`src/rtl/regfile_32x64.sv`:
```
// regfile_32x64: 32x64-bit ARM register file. One-hot write decode, two 2:1-mux-tree read ports, X31 reads as zero (XZR).
// Optional build macro REGFILE_BYPASS_EN: same-cycle write-to-read bypass on both read ports.

module regfile_32x64_cell #(
    parameter int WIDTH = 64
) (
    input  logic             clk,
    input  logic             reset,
    input  logic             en,
    input  logic [WIDTH-1:0] d,
    output logic [WIDTH-1:0] q
);
    always_ff @(posedge clk or posedge reset) begin
        if (reset)   q <= '0;
        else if (en) q <= d;
    end
endmodule

module regfile_32x64_rdmux #(
    parameter int WIDTH  = 64,
    parameter int NREGS  = 32,
    parameter int ADDR_W = 5
) (
    input  logic [NREGS-1:0][WIDTH-1:0] regs,
    input  logic [ADDR_W-1:0]           addr,
    output logic [WIDTH-1:0]            data
);
    // Level l halves the candidates using addr[l]. Slot j is rewritten from slots 2j/2j+1,
    // which are never already overwritten within the same level.
    always_comb begin
        logic [NREGS-1:0][WIDTH-1:0] lvl;
        lvl = regs;
        for (int l = 0; l < ADDR_W; l++) begin
            for (int j = 0; j < NREGS/2; j++) begin
                if (j < (NREGS >> (l+1)))
                    lvl[j] = addr[l] ? lvl[2*j+1] : lvl[2*j];
            end
        end
        data = lvl[0];
    end
endmodule

module regfile_32x64 #(
    parameter int WIDTH  = 64,
    parameter int NREGS  = 32,
    parameter int ADDR_W = 5
) (
    input  logic              clk,
    input  logic              reset,
    input  logic              RegWrite,
    input  logic [ADDR_W-1:0] WriteRegister,
    input  logic [WIDTH-1:0]  WriteData,
    input  logic [ADDR_W-1:0] ReadRegister1,
    input  logic [ADDR_W-1:0] ReadRegister2,
    output logic [WIDTH-1:0]  ReadData1,
    output logic [WIDTH-1:0]  ReadData2
);
    localparam int ZR = NREGS - 1;

    // XZR has no storage, so its enable slot does not exist at all.
    logic [NREGS-2:0]             enable;
    logic [NREGS-1:0][WIDTH-1:0]  regs;
    logic [1:0][ADDR_W-1:0]       raddr;
    logic [1:0][WIDTH-1:0]        tree;
    logic [1:0][WIDTH-1:0]        rdata;

    for (genvar i = 0; i < NREGS-1; i++) begin : g_reg
        assign enable[i] = RegWrite & (WriteRegister == ADDR_W'(i));

        regfile_32x64_cell #(.WIDTH(WIDTH)) u_cell (
            .clk   (clk),
            .reset (reset),
            .en    (enable[i]),
            .d     (WriteData),
            .q     (regs[i])
        );
    end

    assign regs[ZR] = '0;
    assign raddr    = {ReadRegister2, ReadRegister1};

    for (genvar p = 0; p < 2; p++) begin : g_rd
        regfile_32x64_rdmux #(.WIDTH(WIDTH), .NREGS(NREGS), .ADDR_W(ADDR_W)) u_mux (
            .regs (regs),
            .addr (raddr[p]),
            .data (tree[p])
        );

`ifdef REGFILE_BYPASS_EN
        assign rdata[p] = (!reset && RegWrite && (WriteRegister != ADDR_W'(ZR)) &&
                           (raddr[p] == WriteRegister)) ? WriteData : tree[p];
`else
        assign rdata[p] = tree[p];
`endif
    end

    assign ReadData1 = rdata[0];
    assign ReadData2 = rdata[1];
endmodule

```
`config.mk`:
```
export PLATFORM = sky130hd
export DESIGN_NAME = regfile_32x64
export DESIGN_NICKNAME = d
export VERILOG_FILES = /design/src/rtl/regfile_32x64.sv
export SDC_FILE = /design/constraint.sdc
export NUM_CORES = 2
export LEC_CHECK = 0
export CAP_MARGIN = 20
export CELL_PAD_IN_SITES_DETAIL_PLACEMENT = 0
export CELL_PAD_IN_SITES_GLOBAL_PLACEMENT = 1
export CORE_UTILIZATION = 53
export CTS_BUF_LIST = sky130_fd_sc_hd__clkbuf_16
export CTS_CLUSTER_SIZE = 10
export DETAILED_ROUTE_END_ITERATION = 8
export PLACE_DENSITY_LB_ADDON = 0.1
export SLEW_MARGIN = 20
export SYNTH_ARGS = -nofsm -noshare
export SYNTH_HDL_FRONTEND = slang
export SYNTH_SLANG_ARGS = --single-unit
```
`constraint.sdc`:
```
create_clock -name clk -period 95.1 [get_ports clk]
set_input_delay 19.02 -clock clk [delete_from_list [all_inputs] [get_ports clk]]
set_output_delay 19.02 -clock clk [all_outputs]
set_load 0.05 [all_outputs]
```
==> flow_summary.toml <==
[run_status]
status = "finished, final reports clean"

[placement]
dpl_cell_area_mm2 = 0.1078
place.gp.congestion = 0.8273
dpl.hpwl_um = 195200
numPlacedInstances = 9415
number_of_buffers_inserted_by_port_buffering = 209

[critical_path]
cp_cell_sequence = "buf_8 -> buf_12 -> buf_4 -> buf_4 -> buf_4 -> mux4_2 -> nor2b_1 -> or4_1 -> nor3_1 -> clkdlybuf4s50_1"
path_delay_family = "buffers and inverters"
reg2reg_depth = 1
timing.critical_path.buf_inv = 6
worst-r2r-setup-slack_ns = 94.25
start_kind = "input port"
critPathKind = "input port to output port"
worst_ep_arrival_time_ns = 25.47
max_stage_delay_ns = 0.94
r2r-start = "g_reg[13].u_cell.q[59]"
crit-reg2reg-capture = "g_reg[13].u_cell.q[59]"
worst-endpoint-required_ns = 76.08
worst_path_max_delay_cell = "sky130_fd_sc_hd__clkdlybuf4s50_1"
critPathMaxFanout = 111
path_common_cell = "sky130_fd_sc_hd__buf_4"
cp-end-kind = "output port"

[synthesis]
synth_top_family_by_area = "multiplexers"
share_of_the_synthesized_area_in_compound_gates_ao_oa_aoi_oai_pct = 6.272
synth_simple_gate_area_share_pct = 1.638
post_synth_main_area_contributors = "sky130_fd_sc_hd__dfrtp_1 48%, sky130_fd_sc_hd__mux2_2 20%, sky130_fd_sc_hd__mux4_2 15%, sky130_fd_sc_hd__mux2i_1 4.9%, sky130_fd_sc_hd__a22oi_1 2.3%"
yosys_warnings = 0
synth.lib_cells_used.distinct = 36
syn_area_mm2 = 0.1041
synthesis.nets = 7307
synth_most_common_cell = "sky130_fd_sc_hd__dfrtp_1"
asyncSetResetFlopFracSynth_pct = 100.0
yosysSeqAreaShare_pct = 47.67
synth_ff_type = "sky130_fd_sc_hd__dfrtp_1"
synth-edff-count = 0
yosys_register_bits = 1984
post_synth_inst_count = 7225
synth-xor-area-share_pct = 0
synth_top_cell_area_share_pct = 47.67
post_synth_mux_area_share_pct = 40.91
postSynthAreaPerCell_um2 = 14.41
synthAdderAreaFrac_pct = 0
post-synth-top-area-cell = "sky130_fd_sc_hd__dfrtp_1"
yosys-top-cells-count = "1984 x sky130_fd_sc_hd__dfrtp_1, 1829 x sky130_fd_sc_hd__mux2_2, 704 x sky130_fd_sc_hd__mux4_2"

[cts]
cts_num_sinks = 1984
clock_root_buffer = "sky130_fd_sc_hd__clkbuf_16"
cts_setup_buffers = 0
cts_hold_repair.buffers = 0
cts_repair_resize_count = 0
cts_tree = "built"
clkLatencyLatePin_ns = 0.86
clock_path_buffers = 3
htree_num_levels = 4
cts_inserted_buffers = 225
clk_pin_slew_worst_paths_ns = 0.05

[die]
fp_rows = 162
die_height_um = 445.3
die_area_mm2 = 0.1983
ioPinCount = 210
initial_utilization_pct = 53.41
die_x_um = 445.3
core_region_area_mm2 = 0.1950

[global_route]
grt_start_max_net_pins = 172
grt_antenna_before_repair = 20
grt.total_usage_pct = 37.17
grt-ovfl-total = 0
grt_pass1_wl_um = 528700
grt_pass1_vias = 71180

[final_layout]
final_instance_count_without_filler_cells = 9736
final_nets = 7105
post_route_cells_drive_above_1_share_pct = 42.37
finish.instance_area_mm2 = 0.1141
registers.top_by_ff_count = "g.u_cell.q"
fill_cells = 15410
layout-area-overhead-vs-synth_pct = 9.539
ff_latch_area_mm2 = 0.04965
multi_input_area_mm2 = 0.05120
reg.largest.list = "g.u_cell.q: 1984 flops"
max_ffs_per_register = 1984

[sta]
timing.final.crit_share_pct = 46.78
max_slew.worst_pin.slew_ns = 1.289
max-slew-margin-rel_pct = 14.05
finalClockSkew_ns = 0
maximum_clock_rate_ghz = 0.02248
slew_viol_final = 0
fin_worst_hold_slack_ns = 0.5179
rsz0062_at_grt = "no"
final_hold_viol_count = 0
final_count_of_negative_setup_slack_endpoints = 0
setup_total_negative_slack_ns = 0
timing.final.crit_period_ns = 44.49

[power_and_ir_drop]
report.power.total_w = 0.002426
p_leak_nw = 49.33
irDropWorstVdd_uv = 20.70
powerDensity_mw_per_mm2 = 21.27

[routing]
firstDrtPassIters = 5
vias_after_detailed_routing = 69640
drt.antenna.violating_nets = 0
mean_routed_wirelength_per_cell_um = 37.57
drc = 0
detailedRoute.firstIterationViolations = 7280
post_drt_via_cell_ratio = 7.153
routed_wirelength_um = 365800

[min_path]
worst_hold_path.endpoint = "g_reg[1].u_cell.q[45]"
hp-class = "flop to flop"
hp-start = "g_reg[1].u_cell.q[45]"
hold-path-cell-count = 1

[flow_run]
maxCapViolCount = 0
[layer usage]
layer | track usage, % | up-vias | share of wire (%)
met2 | 59.44 | 3484 | 47
met3 | 6.652 | 978 | 8.0
met4 | 18.09 | 4 | 5.5
li1 | - | 27530 | -
met1 | 49.22 | 37650 | 39
met5 | 0 | - | 0.0082
[report_power, final]
part	internal, W	leakage (nW)	total (W)	switching, W
Combinational	0.000285	20.9	0.000525	0.000240
Clock	0.000423	3.17	0.000768	0.000345
Sequential	0.00101	25.3	0.00113	0.000122
Total	0.00172	49.3	0.00243	0.000706
[cells by family after synthesis]
kind of cell / Yosys count
AO/OA/AOI/OAI: 892
buffers and inverters: 867
flip-flops: 1984
multiplexers: 3136
AND/OR/NAND/NOR: 346
[how the worst max path moves through the flow]
stage,end,from,cells after the start,slack (ns)
floorplan,g_reg[0].u_cell.q[0],reset,1,20.04
global placement,ReadData1[63],ReadRegister1[2],10,50.55
detailed placement,ReadData1[63],ReadRegister1[2],10,50.62
CTS,ReadData1[63],ReadRegister1[2],10,50.61
global route,ReadData1[63],ReadRegister1[2],10,50.58
finish,ReadData1[63],ReadRegister1[2],10,50.61
[cell usage in the layout, fill, tap and decap left out, drive strengths merged, types with 126 or more instances in the layout]
cell / synthesis / routed
mux4: 704 / 704
dfrtp: 1984 / 1984
nand2: 149 / 149
a22oi: 314 / 314
clkdlybuf4s50: 0 / 198
mux2i: 510 / 510
o211ai: 126 / 126
o22ai: 130 / 130
clkbuf: 464 / 229
o221ai: 126 / 126
mux2: 1922 / 1922
buf: 336 / 173
[cell type report]
type | instances | area share, %
diodes | 11 | 0.02413
clock buffers | 229 | 5.024
clock inverters | 76 | 0.3466
inverters | 67 | 0.2292
multi-input cells | 4374 | 44.88
flip-flops and latches | 1984 | 43.52
well taps | 2624 | 2.878
repair buffers | 371 | 3.092
[metrics by stage]
step	setup WS, ns	utilization (%)
global placement	50.55	55.30
finish	50.61	58.50
detailed placement	50.62	55.30
global route	50.58	58.50
CTS	50.61	58.44
floorplan	20.04	-
(Power assumes the default switching activity.)
